[config.mk]
export PLATFORM = sky130hd
export DESIGN_NAME = bch_chien_search
export DESIGN_NICKNAME = d
export VERILOG_FILES = /design/src/rtl/bch_gf_pkg.sv /design/src/rtl/bch_gf_const_mul.sv /design/src/rtl/bch_chien_search.sv
export SDC_FILE = /design/constraint.sdc
export NUM_CORES = 1
export LEC_CHECK = 0
export ABC_AREA = 1
export BUFFER_PORTS_ARGS = -buffer_cell sky130_fd_sc_hd__buf_2
export CAP_MARGIN = 10
export CORE_MARGIN = 5
export CORE_UTILIZATION = 53
export CTS_BUF_LIST = sky130_fd_sc_hd__clkbuf_2
export DETAILED_ROUTE_END_ITERATION = 10
export HOLD_SLACK_MARGIN = 0.03
export PLACE_DENSITY_LB_ADDON = 0.1
export RECOVER_POWER = 50
export REMOVE_ABC_BUFFERS = 1
export SYNTH_ARGS = -nofsm -noshare
export SYNTH_HDL_FRONTEND = slang
export SYNTH_HIERARCHICAL = 1
export SYNTH_SLANG_ARGS = --single-unit
export TNS_END_PERCENT = 50
[constraint.sdc]
create_clock -name clk -period 1.4 [get_ports clk]
set_input_delay 0.21 -clock clk [delete_from_list [all_inputs] [get_ports clk]]
set_output_delay 0.21 -clock clk [all_outputs]
set_load 0.005 [all_outputs]
[src/rtl/bch_gf_pkg.sv]
// Shared GF(2^5) definitions for the BCH(31, T=3) decoder stages.
package bch_gf_pkg;

    localparam int unsigned N = 31;
    localparam int unsigned M = 5;
    localparam int unsigned T = 3;

    // p(x) = x^5 + x^2 + 1
    localparam logic [M:0] PRIM_POLY = 6'b100101;

    typedef enum logic {
        IDLE,
        SCAN
    } state_t;

    // Multiply by alpha: shift left, reduce by p(x) on overflow.
    function automatic logic [M-1:0] gf_mul_alpha(input logic [M-1:0] a);
        return {a[M-2:0], 1'b0} ^ (a[M-1] ? PRIM_POLY[M-1:0] : '0);
    endfunction

    // alpha^e (exponent taken mod N).
    function automatic logic [M-1:0] gf_exp(input int unsigned e);
        logic [M-1:0] v;
        v = 1;
        for (int unsigned i = 0; i < (e % N); i++) begin
            v = gf_mul_alpha(v);
        end
        return v;
    endfunction

    // log_alpha(a); returns 0 for a == 0 (undefined, caller must guard).
    function automatic logic [M-1:0] gf_log(input logic [M-1:0] a);
        logic [M-1:0] v;
        logic [M-1:0] lg;
        v  = 1;
        lg = '0;
        for (int unsigned i = 0; i < N; i++) begin
            if (v == a) begin
                lg = i[M-1:0];
            end
            v = gf_mul_alpha(v);
        end
        return lg;
    endfunction

    function automatic logic [M-1:0] gf_mul(input logic [M-1:0] a, input logic [M-1:0] b);
        if (a == '0 || b == '0) begin
            return '0;
        end
        return gf_exp(int'(gf_log(a)) + int'(gf_log(b)));
    endfunction

    function automatic logic [M-1:0] gf_inv(input logic [M-1:0] a);
        if (a == '0) begin
            return '0;
        end
        return gf_exp(N - int'(gf_log(a)));
    endfunction

endpackage

[src/rtl/bch_gf_const_mul.sv]
// Combinational multiply by the constant alpha^K in GF(2^5).
module bch_gf_const_mul
    import bch_gf_pkg::*;
#(
    parameter int unsigned K = 1
) (
    input  logic [M-1:0] din,
    output logic [M-1:0] dout
);

    // Unrolled chain of K multiply-by-alpha steps.
    always_comb begin
        dout = din;
        for (int unsigned j = 0; j < K; j++) begin
            dout = gf_mul_alpha(dout);
        end
    end

endmodule

[src/rtl/bch_chien_search.sv]
// Chien search: evaluates sigma(alpha^i) for i = 0..N-1 and streams error positions.
module bch_chien_search
    import bch_gf_pkg::*;
(
    input  logic         clk,
    input  logic         reset,
    input  logic         start,
    input  logic [M-1:0] sigma0,
    input  logic [M-1:0] sigma1,
    input  logic [M-1:0] sigma2,
    input  logic [M-1:0] sigma3,
    input  logic [3:0]   L,
    output logic         busy,
    output logic         err_valid,
    output logic [M-1:0] err_pos,
    output logic         done,
    output logic [3:0]   err_count,
    output logic         fail
);

    state_t       state_q, state_d;
    logic [M-1:0] r0_q, r1_q, r2_q, r3_q;
    logic [M-1:0] r0_d, r1_d, r2_d, r3_d;
    logic [M-1:0] r1_next, r2_next, r3_next;
    logic [M-1:0] idx_q, idx_d;
    logic [3:0]   l_q, l_d;
    logic         err_valid_q, err_valid_d;
    logic [M-1:0] err_pos_q, err_pos_d;
    logic         done_q, done_d;
    logic [3:0]   err_count_q, err_count_d;
    logic         fail_q, fail_d;

    logic [M-1:0] eval;
    logic [3:0]   cnt_inc;
    logic [3:0]   cnt_final;

    bch_gf_const_mul #(.K(1)) u_mul1 (.din(r1_q), .dout(r1_next));
    bch_gf_const_mul #(.K(2)) u_mul2 (.din(r2_q), .dout(r2_next));
    bch_gf_const_mul #(.K(3)) u_mul3 (.din(r3_q), .dout(r3_next));

    // Next-state: start acceptance, early exits, per-index root detection.
    always_comb begin
        state_d     = state_q;
        r0_d        = r0_q;
        r1_d        = r1_q;
        r2_d        = r2_q;
        r3_d        = r3_q;
        idx_d       = idx_q;
        l_d         = l_q;
        err_valid_d = 1'b0;
        err_pos_d   = err_pos_q;
        done_d      = 1'b0;
        err_count_d = err_count_q;
        fail_d      = fail_q;

        eval      = r0_q ^ r1_q ^ r2_q ^ r3_q;
        cnt_inc   = (err_count_q == 4'hF) ? err_count_q : err_count_q + 4'd1;
        cnt_final = (eval == '0) ? cnt_inc : err_count_q;

        case (state_q)
            IDLE: begin
                if (start) begin
                    err_count_d = '0;
                    fail_d      = 1'b0;
                    idx_d       = '0;
                    l_d         = L;
                    if (L == 4'd0) begin
                        done_d = 1'b1;
                    end else if (L > 4'(T)) begin
                        done_d = 1'b1;
                        fail_d = 1'b1;
                    end else begin
                        r0_d    = sigma0;
                        r1_d    = sigma1;
                        r2_d    = sigma2;
                        r3_d    = sigma3;
                        state_d = SCAN;
                    end
                end
            end
            SCAN: begin
                r1_d  = r1_next;
                r2_d  = r2_next;
                r3_d  = r3_next;
                idx_d = idx_q + 1'b1;
                if (eval == '0) begin
                    err_valid_d = 1'b1;
                    // Root at alpha^i locates the error at position -i mod N.
                    err_pos_d   = (idx_q == '0) ? '0 : M'(N) - idx_q;
                    err_count_d = cnt_inc;
                end
                if (idx_q == M'(N - 1)) begin
                    done_d  = 1'b1;
                    fail_d  = (cnt_final != l_q);
                    state_d = IDLE;
                end
            end
            default: state_d = IDLE;
        endcase
    end

    // State and output registers with synchronous active-low reset.
    always_ff @(posedge clk) begin
        if (!reset) begin
            state_q     <= IDLE;
            r0_q        <= '0;
            r1_q        <= '0;
            r2_q        <= '0;
            r3_q        <= '0;
            idx_q       <= '0;
            l_q         <= '0;
            err_valid_q <= 1'b0;
            err_pos_q   <= '0;
            done_q      <= 1'b0;
            err_count_q <= '0;
            fail_q      <= 1'b0;
        end else begin
            state_q     <= state_d;
            r0_q        <= r0_d;
            r1_q        <= r1_d;
            r2_q        <= r2_d;
            r3_q        <= r3_d;
            idx_q       <= idx_d;
            l_q         <= l_d;
            err_valid_q <= err_valid_d;
            err_pos_q   <= err_pos_d;
            done_q      <= done_d;
            err_count_q <= err_count_d;
            fail_q      <= fail_d;
        end
    end

    assign busy      = (state_q == SCAN);
    assign err_valid = err_valid_q;
    assign err_pos   = err_pos_q;
    assign done      = done_q;
    assign err_count = err_count_q;
    assign fail      = fail_q;

endmodule

==> results of run 1 <==
final cells by class:
type | instances | area (um^2) | area share
clock inverter | 2 | 37.5 | 0.0120
clock buffer | 6 | 30.0 | 0.00960
sequential | 42 | 857 | 0.274
inverter | 56 | 213 | 0.0680
timing repair buffer | 84 | 579 | 0.185
multi-input combinational | 262 | 1350 | 0.431
tap | 52 | 65.1 | 0.0208
placed cells by master (no fill, tap or decap), drive strengths merged, types with 2 or more instances in the layout:
cell,count
a21oi,29
a22oi,6
a31oi,10
buf,73
clkbuf,9
dfxtp,42
dlygate4sd3,8
ha,4
inv,56
nand2,144
nand3,20
nand4,2
nor2,18
nor3,3
o21ai,15
o21bai,2
xnor2,3
cells by family (layout without fill, tap and decap cells):
kind of cell / count (synthesis) / in the layout / synth area share
fa+ha+maj: 4 / 4 / 0.0205
xor+xnor: 4 / 4 / 0.0143
mux: 1 / 1 / 0.00410
compound gates: 64 / 64 / 0.154
flops: 42 / 42 / 0.344
buf+inv: 74 / 148 / 0.130
simple gates: 189 / 189 / 0.333
stage by stage:
step,instances,TNS (ps),setup WS (ps),hold slack [ps],util
after global placement,486,-727,-182,453,0.651
after CTS,499,-882,-199,31.0,0.686
final,504,-1420,-237,62.8,0.709
after detailed placement,486,-1020,-243,454,0.651
after floorplan,360,-7350,-489,335,-
after global routing,504,-2830,-405,39.2,0.709
tightest hold or removal path: cells and delay by family:
kind / cells / cell delay, ps
compound gates: 2 / 160
buf+inv: 1 / 70
what timing repair did:
item	in CTS	in global routing
gates resized for setup	17	20
hold endpoints to repair	4	4
hold buffers	4	4
endpoints found under the setup margin	12	18
buffers inserted	1	1
pin swaps	6	9
path summary, 6_finish.rpt:
path                endpoint  cells past startpoint          from  slack (ps)
setup / recovery        fail                     10  err_count[0]        -240
hold / removal       r1_q[3]                      3     sigma1[3]          60
setup reg to reg        fail                     10  err_count[0]        -240
hold reg to reg   err_pos[4]                      2    err_pos[4]         470
state kept, by name (all words and copies together) (netlist names):
name,count
err_valid,1
r1_q,5
busy,1
err_count,4
r3_q,5
err_pos,5
r2_q,5
r0_q,5
l_q,4
idx_q,5
fail,1
done,1
power breakdown:
group | switching, mW | total [mW] | internal, mW | leakage [nW]
Sequential | 0.0382 | 1.28 | 1.24 | 0.346
Combinational | 0.404 | 0.710 | 0.306 | 1.09
Clock | 0.410 | 0.719 | 0.309 | 0.0392
Total | 0.852 | 2.71 | 1.86 | 1.48
per-layer routing:
layer  GRT usage  vias up
li1            -     1331
met1       0.257     1099
met2       0.335       49
met3      0.0475        9
met4      0.0676        0
met5           0        -
==> results by stage, run 1 <==
Outcome:
- The run finished, with violations left.
- The final reports fail on negative setup slack.

Synth:
- After synthesis, the mean cell area works out to approximately 6.5 um^2.
- Counting flops with an async set or reset pin after synthesis yields a share of 0.
- The post-synthesis instance total is between 300 and 400.
- Of all cell types, the one taking the most synthesized area is dfxtp_1.
- Yosys mapped a number of flops with a built-in enable equal to 0.
- Ranked by instance count, the synthesized netlist is headed by 135 x nand2_1, 49 x inv_1, 42 x dfxtp_1.
- Yosys attributes the largest share of cell area to dfxtp_1 34%, nand2_1 21%, inv_1 7.5%.
- The synthesized netlist occupies a cell area of approximately 2400 um^2.
- For this run, the register share of the synthesized area comes to 0.344.
- After synthesis, the netlist uses 34 different library cells.
- The count of synthesis-stage warnings from yosys is 6.
- The share of Yosys cell area claimed by the top area cell type is 0.344.
- The total of flip-flops plus latches after synthesis is 42.
- The most frequently used cell type in the post-synthesis netlist is nand2_1.
- In the synthesized netlist the dominant register cell turns out to be dfxtp_1.

Detailed routing:
- The final routed DRC violation total is 0.
- The routed length per instance is about 12 um.
- The count of TritonRoute iterations in the first routing pass is 5.
- Routed signal wires occupy layers up through met4.
- The number of design-rule violations left by the first detailed-router iteration is between 90 and 100.
- In the detailed route, the total length drawn on met3 is about 320 um.
- Wires add up to around 5.9 mm.
- Using the TritonRoute via totals, the vias-per-cell ratio works out to between 4 and 5.
- The post-route met1 wirelength is 2.61 mm.
- Once detail routing completed, the nets flagged for antenna violations numbered 0.
- Detailed routing inserted a total of around 2500 vias.
- The met2 wire length is roughly 2.9 mm.

Timing:
- The slew of the pin with the lowest slew margin is 511 ps.
- The fmax is a little over 600 MHz.
- The smallest clock period supported by the final layout is computed as approximately 1600 ps.
- Across the routed clock network, the largest skew measured is roughly 21 ps.
- The portion of the clock cycle consumed by the worst path in the final layout is 1.17.
- Setup violations remaining at the end of the flow were counted as 9.
- The total count of hold-check failures in the final report is 0.
- In the post-route analysis, the smallest setup slack over all paths is -237 ps.
- In this run the tightest slew margin relative to its limit is 0.659.
- The number of pins with negative max-slew slack in the final report is 0.
- Setup repair after global routing could not meet its margin everywhere.

Clocking:
- The clock net in this run drives a total of 42 sinks.
- The clock edge transition at the registers on the reported setup and hold paths is 230 ps.
- TritonCTS built the clock tree.
- The buffer depth of the longest clock path is 2.
- The later pin in the worst-skew pair is clocked with a latency of between 400 and 500 ps.
- The number of CTS-inserted buffers is 5.
- The number of levels in the clock H-tree is 2.
- The tree is rooted in a clkbuf_2.

Pwr:
- The post-route total power is about 2.7 mW.
- The leakage dissipation is between 1 and 1.5 nW.
- The maximum resistive drop on vdd is between 0.4 and 0.5 mV.
- Dividing total power by cell area gives a power density of about 870 nW/um^2.

Worst setup path:
- The required arrival time at the worst endpoint is 1750 ps.
- Traced cell by cell, the critical path runs through ha_1 -> or2_2 -> a21oi_2 -> nand2_4 -> nand3_1 -> nand2_1 -> nor2_2 -> nand3_1 -> nand2_1 -> a21oi_2.
- The slowest cell on the critical path is dfxtp_2.
- The kind of start point of the critical path is a flop.
- In this design, the stage delay of the slowest critical-path cell is roughly 370 ps.
- Counting both buffers and inverters, the worst setup path holds a total of 0.
- The critical path class is flop to flop.
- The worst setup path is captured at a flop.
- Data on the critical path arrives at its endpoint at around 2000 ps.
- The kind of cell with the highest combined delay along the critical path is simple AND/OR/NAND/NOR gates.
- The maximum fanout along the worst path is 3.

Placed design:
- The global placement routability congestion is ~0.88.
- The number of buffer cells added on primary ports is 39.
- The post-placement cell area is roughly 2900 um^2.
- The half-perimeter wire length after placement is roughly 4.2 mm.

Cells and area:
- The proportion of layout cells with a drive suffix above 1 is 0.292.
- The filler cell count in the final layout is 384.
- The total inserted antenna cells is 0.
- The count of nets after finishing is around 480.
- The post-synthesis to final-layout area growth is 28.1%.
- The post-route standard cell area excluding fillers is roughly 3100 um^2.

Floorplan:
- The chip height is ~78 um.
- The die covers around 6100 um^2.
- The initial core utilization is 0.554.
- The overall die width is a little under 80 um.
- The total core area is approximately 4400 um^2.
- Row generation in the floorplan step produced 24 rows.
- The boundary pin count is 40.

GRT:
- The number of antenna violations at the first check in global routing is 0.
- In the global route stage, overall resource usage came out at 0.202.
- The number of global-route vias before repair was 2314.
- The first global-routing pass estimated roughly 10 mm of wire.
- For this run the aggregate overflow at the end of global routing stands at 0.
- Entering global routing, the biggest net connects 27 pins.

Hold path:
- The min-delay analysis places its worst path in the category primary input to flop.

Job:
- Across the run, the number of max-cap violations was 0.
Power figures use the tool's default switching activity.
==> run 2, diff against run 1 <==
--- a/config.mk
+++ b/config.mk
@@ -9,8 +9,8 @@
 export BUFFER_PORTS_ARGS = -buffer_cell sky130_fd_sc_hd__buf_2
 export CAP_MARGIN = 10
 export CORE_MARGIN = 5
-export CORE_UTILIZATION = 53
-export CTS_BUF_LIST = sky130_fd_sc_hd__clkbuf_2
+export CORE_UTILIZATION = 51
+export CTS_BUF_LIST = sky130_fd_sc_hd__clkbuf_16
 export DETAILED_ROUTE_END_ITERATION = 10
 export HOLD_SLACK_MARGIN = 0.03
 export PLACE_DENSITY_LB_ADDON = 0.1
==> constraint.sdc (replaced) <==
create_clock -name clk -period 1.4 [get_ports clk]
set_input_delay 0.07 -clock clk [delete_from_list [all_inputs] [get_ports clk]]
set_output_delay 0.07 -clock clk [all_outputs]
set_load 0.005 [all_outputs]
==> results by stage, run 2 (synthesis gave the netlist of run 1 again) <==
Worst setup path:
- Traced cell by cell, the critical path runs through nor2_2 -> inv_1 -> nand2_1 -> nand2_1 -> nand2_2 -> nand2_2 -> nor2_4 -> nand2_4 -> nand2_2 -> nand2_1 -> nand2_1 -> nand2_1 -> nor2_1 -> nand3_1 -> nand2_1 -> a21oi_2.
- The required arrival time at the worst endpoint came to 1570 ps (-180 ps).
- The worst setup path is launched from a flop.
- The category of cells accounting for the largest share of critical-path delay is simple AND/OR/NAND/NOR gates.
- The arrival time at the worst endpoint is 1770 ps (-210 ps).
- The slowest cell on the critical path is dfxtp_2.
- Among the stages of the critical path, the cell type that occurs most often is nand2_1.
- STA classifies the critical path endpoint as a flop.
- The largest incremental delay on the critical path is 340 ps (-30 ps).
- The number of buffer and inverter instances along the worst setup path is 1 (+1).
- The maximum fanout along the worst path is 3 (unchanged).
- The critical path class is flop to flop.

GRT:
- The global routing met3 resource utilization is 0.0329 (-0.0146).
- The global-route track usage on met2 is 0.340 (+0.00534).
- The peak-usage layer in the global routing report is met2.
- The global-route total usage across every layer is 0.199 (-0.00258).
- The leftover overflow at the end of global routing was 0 (unchanged).
- The number of antenna violations at the first check in global routing is 0 (unchanged).
- The fraction of met1 tracks used by global routing is 0.247 (-0.00972).
- The number of global-route vias before repair was 2273 (-1.8%).
- The wire length of the first global-routing pass is 9.84 mm (-2.0%).
- The pin count of the biggest net entering global routing is 27 (unchanged).

Outcome:
- The flow ran to the end, but the final reports show violations.
- The checks that failed: negative setup slack.

Detailed routing:
- The number of design-rule violations left by the first detailed-router iteration came to 113 (+16%).
- The count of TritonRoute iterations in the first routing pass came to 4 (-1).
- The via density per instance is 4.99 (+1.2%).
- The routed via count is 2472 (-0.64%).
- The routed length per instance is 12.1 um (+3.7%).
- The wire length reported by the detailed router is 5.98 mm (+1.8%).
- The final routed DRC violation total is 0 (unchanged).
- The count of nets left with antenna violations after detail routing is 0 (unchanged).

Floorplan:
- The chip height is 79.2 um (+1.7%).
- The total core area is 4690 um^2 (+6.3%).
- The overall die width is 79.2 um (+1.7%).
- The boundary pin count is 40 (unchanged).
- The initial core utilization is 0.521 (-0.0328).
- The floorplan row count is 25 (+4.2%).
- The die area was 6280 um^2 (+3.4%).

Timing:
- The number of pins with negative max-slew slack in the final report came to 0 (unchanged).
- The headroom to the max-slew limit is 0.633 (-0.0258).
- The total count of hold-check failures in the final report is 0 (unchanged).
- The slew of the pin with the lowest slew margin was 550 ps (+39.5 ps).
- Setup repair after global routing could not meet its margin everywhere.
- The portion of the clock cycle consumed by the worst path in the final layout is 1.14 (-0.0278).
- The minimum setup slack in the final design came to -198 ps (+38.9 ps).
- The aggregate negative setup slack is -1070 ps (+357 ps).
- The total setup violations reported at the end of the flow is 11 (+2).
- The setup clock skew after layout is 9.67 ps (-11.8 ps).
- The final period demand of the worst path is 1600 ps (-38.9 ps).
- The fmax was 626 MHz (+2.4%).

Clocking:
- The number of CTS-inserted buffers is 5 (unchanged).
- The cell sitting at the root of the clock tree is a clkbuf_16.
- TritonCTS built the clock tree.
- The total setup buffers inserted after CTS is 0 (-1).
- The clock edge transition at the registers on the reported setup and hold paths was 60 ps (-170 ps).
- The number of levels in the clock H-tree is 2 (unchanged).
- The buffer depth of the longest clock path is 2 (unchanged).
- The clock insertion delay at the later pin of the skew report is 280 ps (-140 ps).
- The number of clock sinks is 42 (unchanged).

Placed design:
- The number of buffer cells added on primary ports is 39 (unchanged).
- The post-placement cell area was 2880 um^2 (+0.26%).
- The global placement routability congestion was 0.805 (-8.6%).
- The half-perimeter wire length after placement is 4.28 mm (+1.7%).

Cells and area:
- The library cells used most frequently in the layout, excluding fill and tap cells, are 130 x nand2_1, 49 x inv_1, 35 x buf_2.
- The post-route standard cell area excluding fillers is 3130 um^2 (about the same).
- The proportion of layout cells with a drive suffix above 1 was 0.283 (-0.00859).
- The count of nets after finishing is 471 (-2.3%).
- The total inserted antenna cells came to 0 (unchanged).
- Leaving out fill and tap cells, the most frequent cell in the layout is nand2_1.
- The post-synthesis to final-layout area growth is 28.0% (about the same).

Pwr:
- The ratio of total power to cell area is 1030 nW/um^2 (+19%).
- The leakage dissipation is 1.47 nW (about the same).
- The post-route total power was 3.23 mW (+19%).
- The maximum resistive drop on vdd is 0.652 mV (+34%).

Job:
- The max-capacitance violation count came to 0 (unchanged).

Hold path:
- The class of the most critical hold timing path is primary input to flop.
==> run 2: cell types whose count changed in the layout (fill, tap and decap cells not counted), sizes merged <==
cell	change
inv	+2
clkinvlp	-1
dlygate4sd3	-8
buf	-9
clkbuf	+5
==> run 2: power by group <==
group / switching, mW / total, mW / leakage, nW / internal [mW]
Clock: 0.444 / 1.27 / 0.0864 / 0.828
Sequential: 0.0386 / 1.28 / 0.346 / 1.24
Combinational: 0.402 / 0.676 / 1.04 / 0.274
Total: 0.884 / 3.23 / 1.47 / 2.34
==> run 2: cell type report <==
type | instances | area [um^2]
repair buffers | 73 | 445
well taps | 54 | 67.6
fillers | 457 | 1560
inverters | 56 | 213
clock buffers | 5 | 125
multi-input cells | 262 | 1380
clock inverters | 3 | 37.5
flip-flops and latches | 42 | 856
==> run 2: repair_timing <==
item / 4_1_cts / 5_1_grt
cloned: 0 / 0
gates resized for setup: 11 / 25
hold buffers: 0 / 0
endpoints found under the setup margin: 9 / 13
pin swaps: 5 / 7
endpoints found under the hold margin: 0 / 0
==> run 2: layer usage <==
metal | up-vias | share of wire | routed length (um)
met3 | 6 | 0.049 | 295
li1 | 1315 | - | -
met2 | 49 | 0.50 | 2990
met1 | 1102 | 0.44 | 2630
met4 | 0 | 0.011 | 67
met5 | - | 0 | 0
==> run 2: worst min-delay path: stages <==
cell and delay (ps):
buf_2 100, nand2_1 50, a31oi_1 70
==> run 2: path summary, 6_finish.rpt <==
kind | startpoint | endpoint | slack, ps | cells after the start
max | r3_q[1] | fail | -200 | 16
min | sigma1[1] | r1_q[1] | 50 | 3
max reg2reg | r3_q[1] | fail | -200 | 16
min reg2reg | err_pos[2] | err_pos[2] | 470 | 2
==> run 2: through the flow <==
| stage | cells | utilization | worst slack [ps] | hold WS (ps) |
|---|---|---|---|---|
| floorplan | 360 | - | -489 | 195 |
| global placement | 487 | 0.614 | -195 | 343 |
| detailed placement | 487 | 0.614 | -257 | 343 |
| CTS | 495 | 0.656 | -246 | 45.8 |
| global route | 495 | 0.667 | -359 | 40.6 |
| finish | 495 | 0.667 | -198 | 47.5 |
==> run 3, diff against run 2 <==
--- a/config.mk
+++ b/config.mk
@@ -12,6 +12,7 @@
 export CORE_UTILIZATION = 51
 export CTS_BUF_LIST = sky130_fd_sc_hd__clkbuf_16
 export DETAILED_ROUTE_END_ITERATION = 10
+export GPL_TIMING_DRIVEN = 0
 export HOLD_SLACK_MARGIN = 0.03
 export PLACE_DENSITY_LB_ADDON = 0.1
 export RECOVER_POWER = 50
==> results by stage, run 3 (synthesis gave the netlist of run 1 again) <==
Placed design:
- The number of buffer cells added on primary ports is 39 (unchanged).
- The half-perimeter wire length after placement was 3.84 mm (-10%).
- The global placement routability congestion was 0.779 (-3.2%).
- The total instance count after detailed placement came to 453 (-7.0%).

Hold path:
- The startpoint of the most critical hold path is sigma2[4].
- The path with the worst hold slack has its endpoint at r2_q[4].
- The hold path depth was 3 (unchanged).
- The worst hold path belongs to the class primary input to flop.

Pwr:
- The net switching power figure was 0.917 mW (+3.7%).
- The clock network fraction of total power came to 0.392 (-0.002).
- The maximum resistive drop on vdd is 0.647 mV (-0.72%).
- The cell-internal power is 2.32 mW (-0.83%).
- The share of total power in sequential cells is 0.399 (+0.002).
- The switching part of the total is 0.283 (+0.00893).
- The leakage dissipation is 1.34 nW (-9.2%).
- The relative contribution of combinational cells to total power is 0.210 (about the same).
- The ratio of total power to cell area is 1060 nW/um^2 (+2.9%).

Detailed routing:
- The count of nets left with antenna violations after detail routing is 0 (unchanged).
- The via density per instance came to 5.06 (+1.4%).
- The number of design-rule violations left by the first detailed-router iteration is 117 (+3.5%).
- The wire length reported by the detailed router is 5.78 mm (-3.5%).
- The count of TritonRoute iterations in the first routing pass is 4 (unchanged).
- The routed length per instance is 12.3 um (+1.7%).
- The routed via count is 2379 (-3.8%).
- The final routed DRC violation total is 0 (unchanged).

Worst setup path:
- The maximum fanout along the worst path is 4 (+1).
- The critical path is of the flop to flop type.
- The worst setup path is captured at a flop.
- The largest incremental delay on the critical path is 360 ps (+20 ps).
- The cell that appears most often on the critical path is nand2_2.
- The setup slack of the worst register-to-register path is -320 ps (-120 ps).
- STA classifies the critical path startpoint as a flop.
- The number of buffer and inverter instances along the worst setup path is 1 (unchanged).
- The critical register-to-register path endpoint is fail.
- Walking the worst path, the cells encountered are nand2_2 -> inv_2 -> nor2_2 -> nand2_1 -> nand2_2 -> nand2_2 -> nor2_4 -> nand2_2 -> nand2_2 -> nand2_1 -> nand2_1 -> nand2_2 -> nor2_4 -> nand3_2 -> nand2_2 -> a21oi_2.
- The arrival time at the worst endpoint is 1890 ps (+120 ps).
- The required arrival time at the worst endpoint is 1570 ps (about the same).
- The startpoint of the worst register-to-register path is r3_q[1].
- The slowest cell on the critical path is dfxtp_4.
- Grouping stages by cell kind, the critical path spends the most delay in simple AND/OR/NAND/NOR gates.
- The depth of the most critical reg-to-reg path is 16 (unchanged).

Timing:
- The final period demand of the worst path is 1720 ps (+122 ps).
- The slew of the pin with the lowest slew margin is 529 ps (-20.9 ps).
- Setup repair after global routing could not meet its margin everywhere.
- The fmax was 582 MHz (-7.1%).
- The total setup violations reported at the end of the flow is 10 (-1).
- The total count of hold-check failures in the final report was 0 (unchanged).
- The headroom to the max-slew limit is 0.647 (+0.0134).
- The number of pins with negative max-slew slack in the final report came to 0 (unchanged).
- The portion of the clock cycle consumed by the worst path in the final layout is 1.23 (+0.0869).
- The minimum setup slack in the final design is -319 ps (-122 ps).
- The aggregate negative setup slack is -2130 ps (-1070 ps).
- The setup clock skew after layout was 5.17 ps (-4.50 ps).

Floorplan:
- The die area was 6280 um^2 (unchanged).
- The chip height is 79.2 um (unchanged).
- The floorplan row count came to 25 (unchanged).
- The overall die width came to 79.2 um (unchanged).
- The boundary pin count is 40 (unchanged).
- The total core area is 4690 um^2 (unchanged).
- The initial core utilization is 0.521 (unchanged).

GRT:
- The pin count of the biggest net entering global routing came to 26 (-3.7%).
- The global-route total usage across every layer came to 0.196 (-0.00271).
- The number of global-route vias before repair was 2178 (-4.2%).
- The wire length of the first global-routing pass was 9.89 mm (+0.49%).
- The number of antenna violations at the first check in global routing came to 0 (unchanged).
- The leftover overflow at the end of global routing is 0 (unchanged).

Clocking:
- The number of CTS-inserted buffers is 5 (unchanged).
- The number of levels in the clock H-tree is 2 (unchanged).
- The clock edge transition at the registers on the reported setup and hold paths is 60 ps (about the same).
- The CTS tree is yes.
- The buffer depth of the longest clock path was 2 (unchanged).
- The number of clock sinks is 42 (unchanged).
- Clock tree synthesis selected as its root buffer the cell clkbuf_16.
- The cts-stage hold buffer count is 0 (unchanged).
- The clock insertion delay at the later pin of the skew report came to 280 ps (about the same).

Outcome:
- The checks that failed: negative setup slack.
- The flow ran to the end, but the final reports show violations.

Cells and area:
- Leaving out fill and tap cells, the most frequent cell in the layout is nand2_1.
- The final non-filler cell total is 470 (-5.1%).
- The total inserted antenna cells is 0 (unchanged).
- The proportion of layout cells with a drive suffix above 1 is 0.315 (+0.0315).
- The count of nets after finishing is 447 (-5.1%).
- Leaving out fill and tap cells, the most frequent cells in the layout are 118 x nand2_1, 46 x inv_1, 33 x buf_2.
- Compared with the post-synthesis result, the final layout area differs by 24.9%.

Job:
- The max-capacitance violation count came to 0 (unchanged).
run 3: changes by cell type in the layout (fill, tap and decap cells not counted), sizes merged:
cell	delta
buf	-22
clkbuf	-3
clkinv	+1
clkinvlp	+2
inv	-3
run 3: worst max path at each step:
stage	slack, ps	start	to	depth (start not counted)
final	-320	r3_q[1]	fail	16
after global routing	-450	r1_q[1]	fail	16
after CTS	-270	r1_q[1]	fail	16
after detailed placement	-1350	busy	r0_q[1]	6
after global placement	-1340	busy	r0_q[1]	6
after floorplan	-490	busy	r0_q[0]	6
run 3: timing repair:
item	CTS	global route
gates resized for setup	32	47
buffers inserted	5	4
endpoints found under the setup margin	43	25
hold endpoints to repair	0	0
gates cloned	1	0
pin swaps	5	20
run 3: area by class of cell:
| class | instances | area (um^2) |
|---|---|---|
| well taps | 54 | 67.6 |
| inverters | 56 | 219 |
| multi-input cells | 262 | 1460 |
| repair buffers | 48 | 255 |
| repair inverters | 1 | 7.51 |
| clock inverters | 2 | 33.8 |
| clock buffers | 5 | 125 |
| fillers | 425 | 1640 |
| flip-flops and latches | 42 | 882 |
run 3: metal layers:
metal / vias up / track usage / wire length (um)
met5: - / 0 / 0
met4: 0 / 0.0636 / 78
met3: 9 / 0.0363 / 255
met2: 39 / 0.331 / 2780
met1: 1058 / 0.252 / 2660
li1: 1273 / - / -
run 3: metrics by stage:
stage | power [mW] | area, um^2 | util | hold WS (ps) | worst slack (ps)
after floorplan | 1.72 | 2340 | - | 195 | -489
after global placement | 1.85 | 2600 | 0.554 | 339 | -1340
after detailed placement | 1.86 | 2600 | 0.554 | 349 | -1350
after CTS | 3.16 | 2880 | 0.613 | 45.9 | -274
after global routing | 3.41 | 3050 | 0.650 | 68.1 | -448
final | 3.24 | 3050 | 0.650 | 48.4 | -319
run 3: power groups by stage:
stage	Sequential [mW]	Clock [mW]	Combinational (mW)
after CTS	1.30	1.29	0.574
final	1.29	1.27	0.680
after detailed placement	1.32	0	0.533
after global placement	1.32	0	0.528
after global routing	1.30	1.35	0.764
after floorplan	1.31	0	0.405
run 3: worst min-delay path: cells and delay by family:
family,cells,cell delay (ps)
buffers and inverters,1,90
AO/OA/AOI/OAI,1,60
AND/OR/NAND/NOR,1,50
